**src/rtl/disp_pkg.sv**
```systemverilog
// disp_pkg: shared FSM type, sizes and segment constants for the display scan controller
package disp_pkg;
  typedef enum logic [1:0] {
    IDLE,
    CONVERT,
    COMMIT
  } state_t;
  localparam int BCD_W = 12;
  localparam int ITERS = 8;
  localparam logic [6:0] SEG_BLANK = 7'b1111111;
  localparam logic [6:0] SEG_0 = 7'b1000000;
  localparam logic [6:0] SEG_1 = 7'b1111001;
  localparam logic [6:0] SEG_2 = 7'b0100100;
  localparam logic [6:0] SEG_3 = 7'b0110000;
  localparam logic [6:0] SEG_4 = 7'b0011001;
  localparam logic [6:0] SEG_5 = 7'b0010010;
  localparam logic [6:0] SEG_6 = 7'b0000010;
  localparam logic [6:0] SEG_7 = 7'b1111000;
  localparam logic [6:0] SEG_8 = 7'b0000000;
  localparam logic [6:0] SEG_9 = 7'b0010000;
  function automatic logic [3:0] dabble_adj(input logic [3:0] n);
    return (n >= 4'd5) ? n + 4'd3 : n;
  endfunction
endpackage

```
**src/rtl/seg7_enc.sv**
```systemverilog
// seg7_enc: BCD digit to active-low gfedcba segments; non-decimal codes stay dark
module seg7_enc import disp_pkg::*; (
  input  logic [3:0] i_digit,
  output logic [6:0] o_seg
);
  // Decimal lookup, anything above 9 falls through to blank
  always_comb begin
    o_seg = SEG_BLANK;
    case (i_digit)
      4'd0: o_seg = SEG_0;
      4'd1: o_seg = SEG_1;
      4'd2: o_seg = SEG_2;
      4'd3: o_seg = SEG_3;
      4'd4: o_seg = SEG_4;
      4'd5: o_seg = SEG_5;
      4'd6: o_seg = SEG_6;
      4'd7: o_seg = SEG_7;
      4'd8: o_seg = SEG_8;
      4'd9: o_seg = SEG_9;
      default: o_seg = SEG_BLANK;
    endcase
  end
endmodule

```
**src/rtl/disp_scan_ctrl.sv**
```systemverilog
// disp_scan_ctrl: binary-to-BCD converter feeding a 3-digit multiplexed 7-segment scanner
module disp_scan_ctrl import disp_pkg::*; #(
  parameter int SCAN_W = 6,
  parameter int VAL_W  = 8
) (
  input  logic             clk_pi,
  input  logic             rst_pi,
  input  logic [VAL_W-1:0] value_pi,
  input  logic             load_pi,
  input  logic             blank_en_pi,
  output logic             busy_po,
  output logic             done_po,
  output logic [2:0]       anode_po,
  output logic [6:0]       cathode_po
);
  state_t            r_state, w_state_nxt;
  logic [VAL_W-1:0]  r_bin;
  logic [BCD_W-1:0]  r_bcd, w_bcd_adj, r_shadow;
  logic [2:0]        r_iter;
  logic [SCAN_W-1:0] r_scan;
  logic [1:0]        r_idx;
  logic [3:0]        w_digit;
  logic [6:0]        w_seg;
  logic [2:0]        w_anode;
  logic              w_blank;
  logic [2:0]        r_anode;
  logic [6:0]        r_cathode;

  // State register
  always_ff @(posedge clk_pi) begin
    if (!rst_pi) r_state <= IDLE;
    else r_state <= w_state_nxt;
  end

  // Next state and status outputs: one capture cycle, eight dabble steps, one commit
  always_comb begin
    w_state_nxt = r_state;
    busy_po     = 1'b0;
    done_po     = 1'b0;
    case (r_state)
      IDLE:    w_state_nxt = load_pi ? CONVERT : IDLE;
      CONVERT: begin
        busy_po     = 1'b1;
        w_state_nxt = (r_iter == 3'(ITERS - 1)) ? COMMIT : CONVERT;
      end
      COMMIT:  begin
        busy_po     = 1'b1;
        done_po     = 1'b1;
        w_state_nxt = IDLE;
      end
      default: w_state_nxt = IDLE;
    endcase
  end

  // Add-3 correction of every BCD nibble before the shift
  always_comb begin
    w_bcd_adj = {dabble_adj(r_bcd[11:8]), dabble_adj(r_bcd[7:4]), dabble_adj(r_bcd[3:0])};
  end

  // Conversion datapath; the shadow only moves on commit so the scan never sees partial BCD
  always_ff @(posedge clk_pi) begin
    if (!rst_pi) begin
      r_bin    <= '0;
      r_bcd    <= '0;
      r_iter   <= '0;
      r_shadow <= '0;
    end else if (r_state == IDLE && load_pi) begin
      r_bin  <= value_pi;
      r_bcd  <= '0;
      r_iter <= '0;
    end else if (r_state == CONVERT) begin
      {r_bcd, r_bin} <= {w_bcd_adj, r_bin} << 1;
      r_iter         <= r_iter + 3'd1;
    end else if (r_state == COMMIT) begin
      r_shadow <= r_bcd;
    end
  end

  // Free-running dwell counter; digit index steps units->tens->hundreds on each wrap
  always_ff @(posedge clk_pi) begin
    if (!rst_pi) begin
      r_scan <= '0;
      r_idx  <= 2'd0;
    end else begin
      r_scan <= r_scan + 1'b1;
      r_idx  <= (&r_scan) ? ((r_idx == 2'd2) ? 2'd0 : r_idx + 2'd1) : r_idx;
    end
  end

  // Digit select and leading-zero blanking for the current slot
  always_comb begin
    w_digit = (r_idx == 2'd2) ? r_shadow[11:8] : (r_idx == 2'd1) ? r_shadow[7:4] : r_shadow[3:0];
    w_anode = (r_idx == 2'd0) ? 3'b110 : (r_idx == 2'd1) ? 3'b101 : (r_idx == 2'd2) ? 3'b011 : 3'b111;
    w_blank = blank_en_pi && ((r_idx == 2'd2 && r_shadow[11:8] == 4'd0) ||
                              (r_idx == 2'd1 && r_shadow[11:4] == 8'd0));
  end

  seg7_enc u_seg (
    .i_digit(w_digit),
    .o_seg  (w_seg)
  );

  // Registered drive so anode and cathode change together one cycle after the index
  always_ff @(posedge clk_pi) begin
    if (!rst_pi) begin
      r_anode   <= 3'b111;
      r_cathode <= SEG_BLANK;
    end else begin
      r_anode   <= w_blank ? 3'b111 : w_anode;
      r_cathode <= w_blank ? SEG_BLANK : w_seg;
    end
  end

  assign anode_po   = r_anode;
  assign cathode_po = r_cathode;
endmodule

```
**config.mk**
```make
export PLATFORM = sky130hd
export DESIGN_NAME = disp_scan_ctrl
export DESIGN_NICKNAME = d
export VERILOG_FILES = /design/src/rtl/disp_pkg.sv /design/src/rtl/seg7_enc.sv /design/src/rtl/disp_scan_ctrl.sv
export SDC_FILE = /design/constraint.sdc
export NUM_CORES = 1
export LEC_CHECK = 0
export ABC_CLOCK_PERIOD_IN_PS = 2400
export BUFFER_PORTS_ARGS = -buffer_cell sky130_fd_sc_hd__buf_2
export CAP_MARGIN = 20
export CORE_ASPECT_RATIO = 1.25
export CORE_MARGIN = 5
export CORE_UTILIZATION = 58
export CTS_CLUSTER_SIZE = 25
export DETAILED_ROUTE_END_ITERATION = 12
export PLACE_DENSITY = 0.78
export SLEW_MARGIN = 20
export SYNTH_ARGS = -nofsm -noshare
export SYNTH_HDL_FRONTEND = slang
export SYNTH_SLANG_ARGS = --single-unit
```
**constraint.sdc**
```tcl
create_clock -name clk_pi -period 2.4 [get_ports clk_pi]
set_clock_uncertainty 0.15 [all_clocks]
set_input_delay 0.36 -clock clk_pi [delete_from_list [all_inputs] [get_ports clk_pi]]
set_output_delay 0.36 -clock clk_pi [all_outputs]
set_load 0.02 [all_outputs]
```
==> key figures, run 1 <==
Layout
  – Post-layout instance area: between 2000 and 3000 sq um
  – Non-Filler Instances: between 300 and 400
  – Nets: between 300 and 400
  – Fin util: 66.6%
  – Layout cells sized above 1: roughly 15%
  – Syn-to-layout area delta: 11.8%
  – Most frequent cells in the layout: dfxtp_1, mux2i_1, nand2_1
  – # diodes: 0
  – Most common cell after layout, fill and taps aside: dfxtp_1

Clock network
  – Post-CTS sizing: 0
  – Worst skew pair latency: roughly 0.30 ns
  – Num CTS Buffers: 5
  – # hold bufs at CTS: 0
  – Post-CTS Setup Repair Bufs: 0
  – # clock sinks: 55
  – H-tree levels: 2
  – Clock Tree Buf Depth: 2
  – Root Driver: clkbuf_8
  – Clk pin slew, worst setup/hold paths: approximately 0.09 ns
  – CTS tree: built

Yosys
  – Netlist cell types: 37
  – Syn nets: roughly 290
  – Netlist Area Pre-Place: approximately 2600 sq um
  – Average cell area after synthesis: just under 10 sq um
  – Synth Instances: between 200 and 300
  – Seq/Total Area, Yosys: 42.4%
  – Synthesis-stage register bit count: 55
  – Synthesis warning total: 0
  – Post-synth EDFFs: 0
  – Ys async rst share: 0%
  – Main synth FF type: dfxtp_1

Placement
  – Cell count after placement: roughly 350
  – Final HPWL DP: 3210 um
  – PortBufs: 23
  – Placement Cell Area: approximately 2800 sq um
  – Place WS: 0.368 ns
  – Final Wtd Congestion: about 0.77

Power and ir drop
  – Logic pwr share: about 8%
  – VDD IR max: 0.410 mV
  – Clock network fraction of design power: 36.5%
  – Pint: 1340 uW
  – Sw Ratio: 21.6%
  – Pleak: between 0.001 and 0.0015 uW
  – Sw Pwr: 369 uW
  – Sequential share of power: between 50 and 60%
  – Pwr Density: about 590 nW/um^2

Routing
  – First-pass detailed-route iteration total: 4
  – Final wirelength: 4360 um
  – Detailed Route Iter0 Violations: 60
  – Antenna violation net count after detailed routing: 0
  – Via count: 1876
  – Per-cell routed wire length: approximately 12 um
  – Vias per cell: between 5 and 6
  – DRC viols: 0

Min path
  – Hold Startpoint: value_pi[6]
  – Hold Crit Class: in2reg
  – Worst hold path stage count: 2

Global routing
  – First-pass GRT wire length: 7960 um
  – Initial antenna violation count: 0
  – Grt ovf: 0
  – Largest net degree at the start of global routing: 28
  – Gr usage total: between 10% and 20%
  – Vias in the first global route: about 1900

Die
  – Chip width: 69.8 um
  – Row Count: 27
  – Ports: 24
  – Initial core utilization: about three fifths
  – Chip Height: approximately 85 um
  – Core area: approximately 4400 sq um
  – Area of the die: a little under 6000 sq um

Timing
  – Final TNS setup: 0 ns
  – Max transition margin: between 50% and 60%
  – RSZ-0062 raised after global routing: false
  – Final period util: between 80% and 90%
  – Number of setup violations in the final report: 0
  – Fmax achieved: approximately 490 MHz
  – Final max-slew violation count: 0
  – Final-report hold violation count: 0
  – Final Critical Period: between 2 and 2.5 ns
  – Worst-margin pin slew: approximately 0.71 ns
  – Post-route setup slack: 0.355 ns

Worst setup path
  – Worst Path Arrival: roughly 2.1 ns
  – Worst setup endpoint: cathode_po[6]$_SDFF_PP1_
  – Reg-to-reg setup timing slack: approximately 0.35 ns
  – Most frequent CP cell: mux2i_1
  – Crit path max fanout: 11
  – Crit end category: register
  – CP Class: reg2reg
  – RR Startpoint: r_idx[1]$_SDFFE_PN0P_
  – Max incr delay on CP: approximately 0.58 ns
  – CP startpoint kind: register
  – Required time of the critical path: about 2.4 ns
  – Max stage delay cell, worst path: dfxtp_1
  – FF-to-FF End: cathode_po[6]$_SDFF_PP1_
  – Stages on the worst setup path: 5
  – Delay-heaviest family, CP: flip-flops
  – Crit path buffers/inverters: 0
  – Setup crit start: r_idx[1]$_SDFFE_PN0P_
  – Reg2reg path depth: 5
  – Worst-path cell chain: mux2i_1 > mux2i_1 > or2_2 > a21boi_2 > o221ai_1

Run
  – Maxcap violations: 0

Outcome
  – Status: finished clean
-- worst min-delay path by stage --
stage                       endpoint  slack, ns
2_1_floorplan   r_scan[0]$_SDFF_PN0_       0.27
3_3_place_gp    r_scan[0]$_SDFF_PN0_       0.29
3_5_place_dp    r_scan[0]$_SDFF_PN0_       0.29
4_1_cts        r_bin[6]$_SDFFE_PN0P_       0.13
5_1_grt        r_bin[7]$_SDFFE_PN0P_       0.13
6_report       r_bin[6]$_SDFFE_PN0P_       0.14
-- state kept, by name (all words and copies together), names as in the netlist --
signal / cells
anode_po: 3
r_bcd: 12
cathode_po: 7
r_idx: 2
r_bin: 8
r_shadow: 12
r_scan: 6
r_state: 2
r_iter: 3
-- logic make-up after synthesis --
family                     share of synthesized area, %
AOI/OAI and AO/OA                                  11.2
DFF                                                42.4
xor gates and xnor gates                           3.04
muxes                                              16.9
and+or+nand+nor                                    16.6
adders and majority gates                          5.78
buffers and inverters                              4.05
-- through the flow --
stage               hold WS, ns  power (uW)
finish                    0.140        1710
global route              0.131        1800
global placement          0.287        1100
floorplan                 0.271        1070
CTS                       0.127        1740
detailed placement        0.291        1110
-- power groups by stage --
stage               registers (uW)  clock network, uW  logic (uW)
floorplan                      978                  0        89.2
global placement               971                  0         133
detailed placement             972                  0         137
CTS                            951                648         137
global route                   955                690         152
finish                         950                623         135
-- synth_stat cells (5+ instances only) --
cell type | n | area share, %
nand3_1 | 11 | 2.1
inv_1 | 9 | 1.3
a21oi_1 | 13 | 2.5
xnor2_1 | 8 | 2.7
nor2b_1 | 16 | 3.9
mux2i_1 | 38 | 15
o21ai_0 | 9 | 1.7
nor2_1 | 11 | 1.6
dfxtp_1 | 55 | 42
and2_1 | 5 | 1.2
clkbuf_1 | 8 | 1.2
nand2_1 | 24 | 3.5
nand2b_1 | 8 | 1.9
ha_1 | 12 | 5.8
o211a_1 | 7 | 2.7
-- cell type report --
| cell class | instances | area [sq um] |
|---|---|---|
| clock inverter | 2 | 35.0 |
| tap | 58 | 72.6 |
| clock buffer | 6 | 82.6 |
| sequential | 55 | 1100 |
| fill | 364 | 1460 |
| multi-input combinational | 192 | 1390 |
| timing repair buffer | 31 | 188 |
| inverter | 9 | 33.8 |
-- layer usage --
metal | vias to the layer above | global-route usage [%] | part of all wire, %
met3 | 6 | 3.83 | 3.4
li1 | 976 | - | -
met1 | 866 | 17.8 | 44
met4 | 0 | 6.45 | 1.9
met2 | 28 | 29.9 | 51
met5 | - | 0 | 0
Power figures use the tool's default switching activity.
==> run 2: changes to the inputs <==
Settings changed: ABC_CLOCK_PERIOD_IN_PS 2400 to 2140, CORE_ASPECT_RATIO 1.25 to 1.75, CTS_BUF_LIST set to sky130_fd_sc_hd__clkbuf_4 sky130_fd_sc_hd__clkbuf_8 sky130_fd_sc_hd__clkbuf_16.
Clock period 2.4 ns to 2.14 ns, I/O delays scaled along.
==> run 2 against run 1 <==
  * Sequential power grew 13%
  * Worst hold slack lost 0.036 ns
  * Via count grew 0.80%
  * Setup slack lost 0.14 ns
  * Sequential share of layout area grew 0.43 points
  * Critical path depth grew 1
  * Flip-flop and latch count is the same
  * Wire length grew 3.5%
==> key figures, run 2 (same netlist as run 1, synthesis figures left out) <==
Power and ir drop
  – Pwr Density: ~630 nW/um^2
  – VDD IR max: 0.555 mV
  – Pleak: approximately 0.0012 uW

Die
  – Area of the die: around 6000 sq um
  – Ports: 24
  – Row Count: 32
  – Initial core utilization: just under 60%
  – Chip width: ~61 um
  – Core area: roughly 4400 sq um
  – Chip Height: 98.5 um

Clock network
  – Num CTS Buffers: 5
  – Root Driver: clkbuf_8
  – Post-CTS Setup Repair Bufs: 0
  – # hold bufs at CTS: 0
  – H-tree levels: 2
  – # clock sinks: 55
  – Clock Tree Buf Depth: 2
  – Post-CTS sizing: 0
  – CTS tree: built
  – Worst skew pair latency: 0.31 ns
  – Clk pin slew, worst setup/hold paths: around 0.11 ns

Outcome
  – Status: finished clean

Worst setup path
  – Reg-to-reg setup timing slack: 0.22 ns
  – Crit path max fanout: 9
  – CP startpoint kind: register
  – Reg2reg path depth: 6
  – Required time of the critical path: approximately 2.2 ns
  – Crit end category: register
  – FF-to-FF End: cathode_po[0]$_SDFF_PP1_
  – Max incr delay on CP: around 0.5 ns
  – Worst Path Arrival: about 2.0 ns
  – RR Startpoint: r_idx[1]$_SDFFE_PN0P_
  – CP Class: reg2reg
  – Worst-path cell chain: buf_4 > mux2i_1 > mux2i_4 > mux2_2 > o22ai_1 > nand2_1
  – Max stage delay cell, worst path: dfxtp_1

Timing
  – Final TNS setup: 0 ns
  – Fmax achieved: 520 MHz
  – Worst-margin pin slew: between 0.5 and 0.6 ns
  – Final max-slew violation count: 0
  – Final period util: 89.9%
  – Max transition margin: between 60% and 70%
  – Final-report hold violation count: 0
  – Number of setup violations in the final report: 0
  – Final Critical Period: 1.92 ns
  – RSZ-0062 raised after global routing: false
  – Post-route setup slack: about 0.22 ns

Routing
  – Detailed Route Iter0 Violations: 58
  – DRC viols: 0
  – Via count: roughly 1900
  – Antenna violation net count after detailed routing: 0
  – Vias per cell: ~5.4
  – Final wirelength: 4520 um
  – Per-cell routed wire length: 13.0 um
  – First-pass detailed-route iteration total: 4

Min path
  – Hold Crit Class: in2reg
  – Hold Startpoint: value_pi[6]
  – Endpoint, Worst Hold: r_bin[6]$_SDFFE_PN0P_
  – Worst hold path stage count: 2

Placement
  – PortBufs: 23
  – Final HPWL DP: 3410 um
  – Final Wtd Congestion: about 0.83
  – Place WS: 0.224 ns

Run
  – Maxcap violations: 0

Layout
  – Nets: 319
  – Most common cell after layout, fill and taps aside: dfxtp_1
  – Layout cells sized above 1: 15.5%
  – Most frequent cells in the layout: dfxtp_1, mux2i_1, nand2_1
  – Largest regs: r_bcd x12, r_shadow x12, r_bin x8
  – # fillers: approximately 370
  – Syn-to-layout area delta: 10.6%
  – # diodes: 0

Global routing
  – Initial antenna violation count: 0
  – Gr usage total: 17.0%
  – Vias in the first global route: between 1500 and 2000
  – Largest net degree at the start of global routing: 23
  – Grt ovf: 0
  – First-pass GRT wire length: about 8000 um
==> run 2: changes by cell type in the layout (fill, tap and decap cells not counted), sizes merged <==
cell / delta
buf: +1
bufinv: -1
clkinvlp: +1
==> run 2: cell type report <==
| class | instances | area (sq um) | share of cell area [%] |
|---|---|---|---|
| multi-input combinational | 192 | 1390 | 48.4 |
| sequential | 55 | 1100 | 38.4 |
| timing repair buffer | 32 | 183 | 6.36 |
| clock buffer | 6 | 82.6 | 2.88 |
| tap | 51 | 63.8 | 2.22 |
| inverter | 9 | 33.8 | 1.18 |
| clock inverter | 2 | 16.3 | 0.567 |
==> run 2: power breakdown <==
group	internal, uW	leakage [uW]	switching (uW)	total [uW]
clock	265	0.0000474	341	606
sequential	1050	0.000449	14.1	1070
combinational	68.9	0.000657	79.7	149
==> run 2: routing by layer <==
metal  vias to the layer above  GRT usage, %  routed length (um)
li1                        976             -                   -
met1                       886          17.8                1720
met2                        21          31.2                2550
met3                         8          3.01                 155
met4                         0          7.85                  97
met5                         -             0                   0
==> run 2: how the worst max path moves through the flow <==
stage	startpoint	to	slack, ns	cells past startpoint
2_1_floorplan	r_idx[1]$_SDFFE_PN0P_	cathode_po[0]$_SDFF_PP1_	0.46	6
3_3_place_gp	r_idx[1]$_SDFFE_PN0P_	cathode_po[0]$_SDFF_PP1_	0.30	6
3_5_place_dp	r_idx[1]$_SDFFE_PN0P_	cathode_po[0]$_SDFF_PP1_	0.22	6
4_1_cts	r_idx[1]$_SDFFE_PN0P_	cathode_po[0]$_SDFF_PP1_	0.21	6
5_1_grt	r_idx[1]$_SDFFE_PN0P_	cathode_po[3]$_SDFF_PP1_	0.06	5
6_report	r_idx[1]$_SDFFE_PN0P_	cathode_po[0]$_SDFF_PP1_	0.22	6
==> run 2: metrics by stage <==
stage | std cells | hold slack [ns] | util (%) | total power [uW] | instance area [sq um]
after floorplan | 270 | 0.271 | - | 1200 | 2600
after global placement | 339 | 0.286 | 63.5 | 1240 | 2770
after detailed placement | 339 | 0.294 | 63.5 | 1240 | 2770
after CTS | 347 | 0.0956 | 65.8 | 1830 | 2870
after global routing | 347 | 0.106 | 65.8 | 1910 | 2870
final | 347 | 0.103 | 65.8 | 1820 | 2870
==> run 2: critical path: cells and delay by family (launching register included) <==
kind	cells	cell delay [ns]
buffers and inverters	1	0.23
and+or+nand+nor	1	0.07
muxes	3	0.74
AOI/OAI and AO/OA	1	0.16
DFF	1	0.49
==> run 3: changes to the inputs <==
Settings changed: SETUP_SLACK_MARGIN set to 0.3.
==> run 3 against run 2 <==
  * Final cell count is 0.29% higher
  * Flip-flop and latch count unchanged
  * Largest cell class unchanged
  * Global-route usage did not move
  * Clock power decreased by 0.7%
==> key figures, run 3 (same netlist as run 1, synthesis figures left out) <==
Min path
  – Hold Crit Class: in2reg
  – Worst hold path stage count: 2
  – Endpoint, Worst Hold: r_bin[6]$_SDFFE_PN0P_
  – Hold Startpoint: value_pi[6]

Clock network
  – Root Driver: clkbuf_8
  – Worst skew pair latency: about 0.31 ns
  – # clock sinks: 55
  – Clock Tree Buf Depth: 2
  – CTS tree: built
  – H-tree levels: 2
  – # hold bufs at CTS: 0
  – Clk pin slew, worst setup/hold paths: 0.10 ns
  – Num CTS Buffers: 5

Die
  – Row Count: 32
  – Chip width: between 60 and 70 um
  – Chip Height: 98.5 um
  – Ports: 24
  – Area of the die: ~6000 sq um
  – Core area: 4360 sq um
  – Initial core utilization: approximately 59%

Placement
  – Final Wtd Congestion: between 0.8 and 0.9
  – PortBufs: 23
  – Final HPWL DP: 3410 um

Timing
  – RSZ-0062 raised after global routing: false
  – Final max-slew violation count: 0
  – Final-report hold violation count: 0
  – Final period util: between 80 and 90%
  – Max transition margin: 65.7%
  – Worst-margin pin slew: around 0.51 ns
  – Number of setup violations in the final report: 0
  – Fmax achieved: 545 MHz
  – Final TNS setup: 0 ns
  – Final Critical Period: 1.83 ns

Worst setup path
  – Setup crit start: r_idx[1]$_SDFFE_PN0P_
  – CP startpoint kind: register
  – CP Class: reg2reg
  – Most frequent CP cell: mux2i_1
  – Worst-path cell chain: buf_8 > mux2i_1 > mux2i_1 > buf_4 > o21a_1 > nor2_1 > o21ai_1
  – Delay-heaviest family, CP: flip-flops
  – Crit path max fanout: 10
  – FF-to-FF End: cathode_po[1]$_SDFF_PP1_
  – Reg-to-reg setup timing slack: slightly above 0.3 ns
  – Worst Path Arrival: roughly 1.9 ns
  – Max incr delay on CP: ~0.44 ns
  – Max stage delay cell, worst path: dfxtp_4
  – RR Startpoint: r_idx[1]$_SDFFE_PN0P_
  – Reg2reg path depth: 7
  – Crit path buffers/inverters: 2
  – Crit end category: register
  – Stages on the worst setup path: 7
  – Required time of the critical path: 2.20 ns

Routing
  – Vias per cell: 5.53
  – Per-cell routed wire length: between 10 and 15 um
  – DRC viols: 0
  – First-pass detailed-route iteration total: 4
  – Antenna violation net count after detailed routing: 0
  – Via count: slightly below 2000
  – Detailed Route Iter0 Violations: 56
  – Final wirelength: between 4000 and 5000 um

Layout
  – Syn-to-layout area delta: 13.6%
  – # fillers: 355
  – Most frequent cells in the layout: dfxtp_1, mux2i_1, nand2_1
  – Largest regs: r_bcd x12, r_shadow x12, r_bin x8
  – Layout cells sized above 1: roughly 18%
  – # diodes: 0
  – Fin util: slightly below 70%
  – Nets: 320
  – Most common cell after layout, fill and taps aside: dfxtp_1

Power and ir drop
  – Pleak: 0.00117 uW
  – Pwr Density: a little over 600 nW/um^2
  – VDD IR max: between 0.5 and 0.6 mV

Global routing
  – Gr usage total: roughly 17%
  – Initial antenna violation count: 0
  – Grt ovf: 0
  – Vias in the first global route: approximately 1900
  – First-pass GRT wire length: approximately 8100 um
  – Largest net degree at the start of global routing: 23

Outcome
  – Status: finished clean

Run
  – Maxcap violations: 0
-- run 3: cell count changes in the layout (fill, tap and decap cells not counted), sizes merged --
cell  before  now
buf       32   33
-- run 3: how the worst max path moves through the flow --
stage	to	slack (ns)
6_report	cathode_po[1]$_SDFF_PP1_	0.31
5_1_grt	cathode_po[1]$_SDFF_PP1_	0.21
4_1_cts	cathode_po[0]$_SDFF_PP1_	0.31
3_5_place_dp	cathode_po[0]$_SDFF_PP1_	0.22
3_3_place_gp	cathode_po[0]$_SDFF_PP1_	0.30
2_1_floorplan	cathode_po[0]$_SDFF_PP1_	0.46
-- run 3: where the power goes --
part / internal, uW / total, uW / switching, uW
Clock: 265 / 602 / 337
Sequential: 1050 / 1060 / 14.1
Combinational: 68.9 / 150 / 80.7
-- run 3: layout make-up --
cell class                 count  area [sq um]  share of cell area (%)
multi-input combinational    192          1450                    49.1
clock buffer                   6          82.6                    2.80
clock inverter                 2          16.3                   0.552
timing repair buffer          33           198                    6.70
sequential                    55          1110                    37.5
tap                           51          63.8                    2.16
inverter                       9          33.8                    1.15
-- run 3: stage by stage --
stage / cell area [sq um] / hold WS (ns) / power (uW) / std cells / setup WS [ns]
floorplan: 2600 / 0.271 / 1200 / 270 / 0.461
detailed placement: 2770 / 0.294 / 1240 / 339 / 0.224
CTS: 2870 / 0.0956 / 1830 / 347 / 0.315
finish: 2950 / 0.103 / 1820 / 348 / 0.307
global route: 2950 / 0.106 / 1910 / 348 / 0.214
global placement: 2770 / 0.286 / 1240 / 339 / 0.295
-- run 3: repair_timing --
item | CTS | global route
pin swaps | 0 | 1
setup buffers | 0 | 1
gates resized for setup | 1 | 14
endpoints found under the setup margin | 3 | 5
gates cloned | 0 | 0
-- run 3: layer usage --
metal | GRT usage [%] | vias up | wire length (um)
li1 | - | 973 | -
met1 | 17.8 | 921 | 1800
met2 | 31.2 | 21 | 2720
met3 | 3.01 | 8 | 147
met4 | 7.85 | 0 | 94
met5 | 0 | - | 0
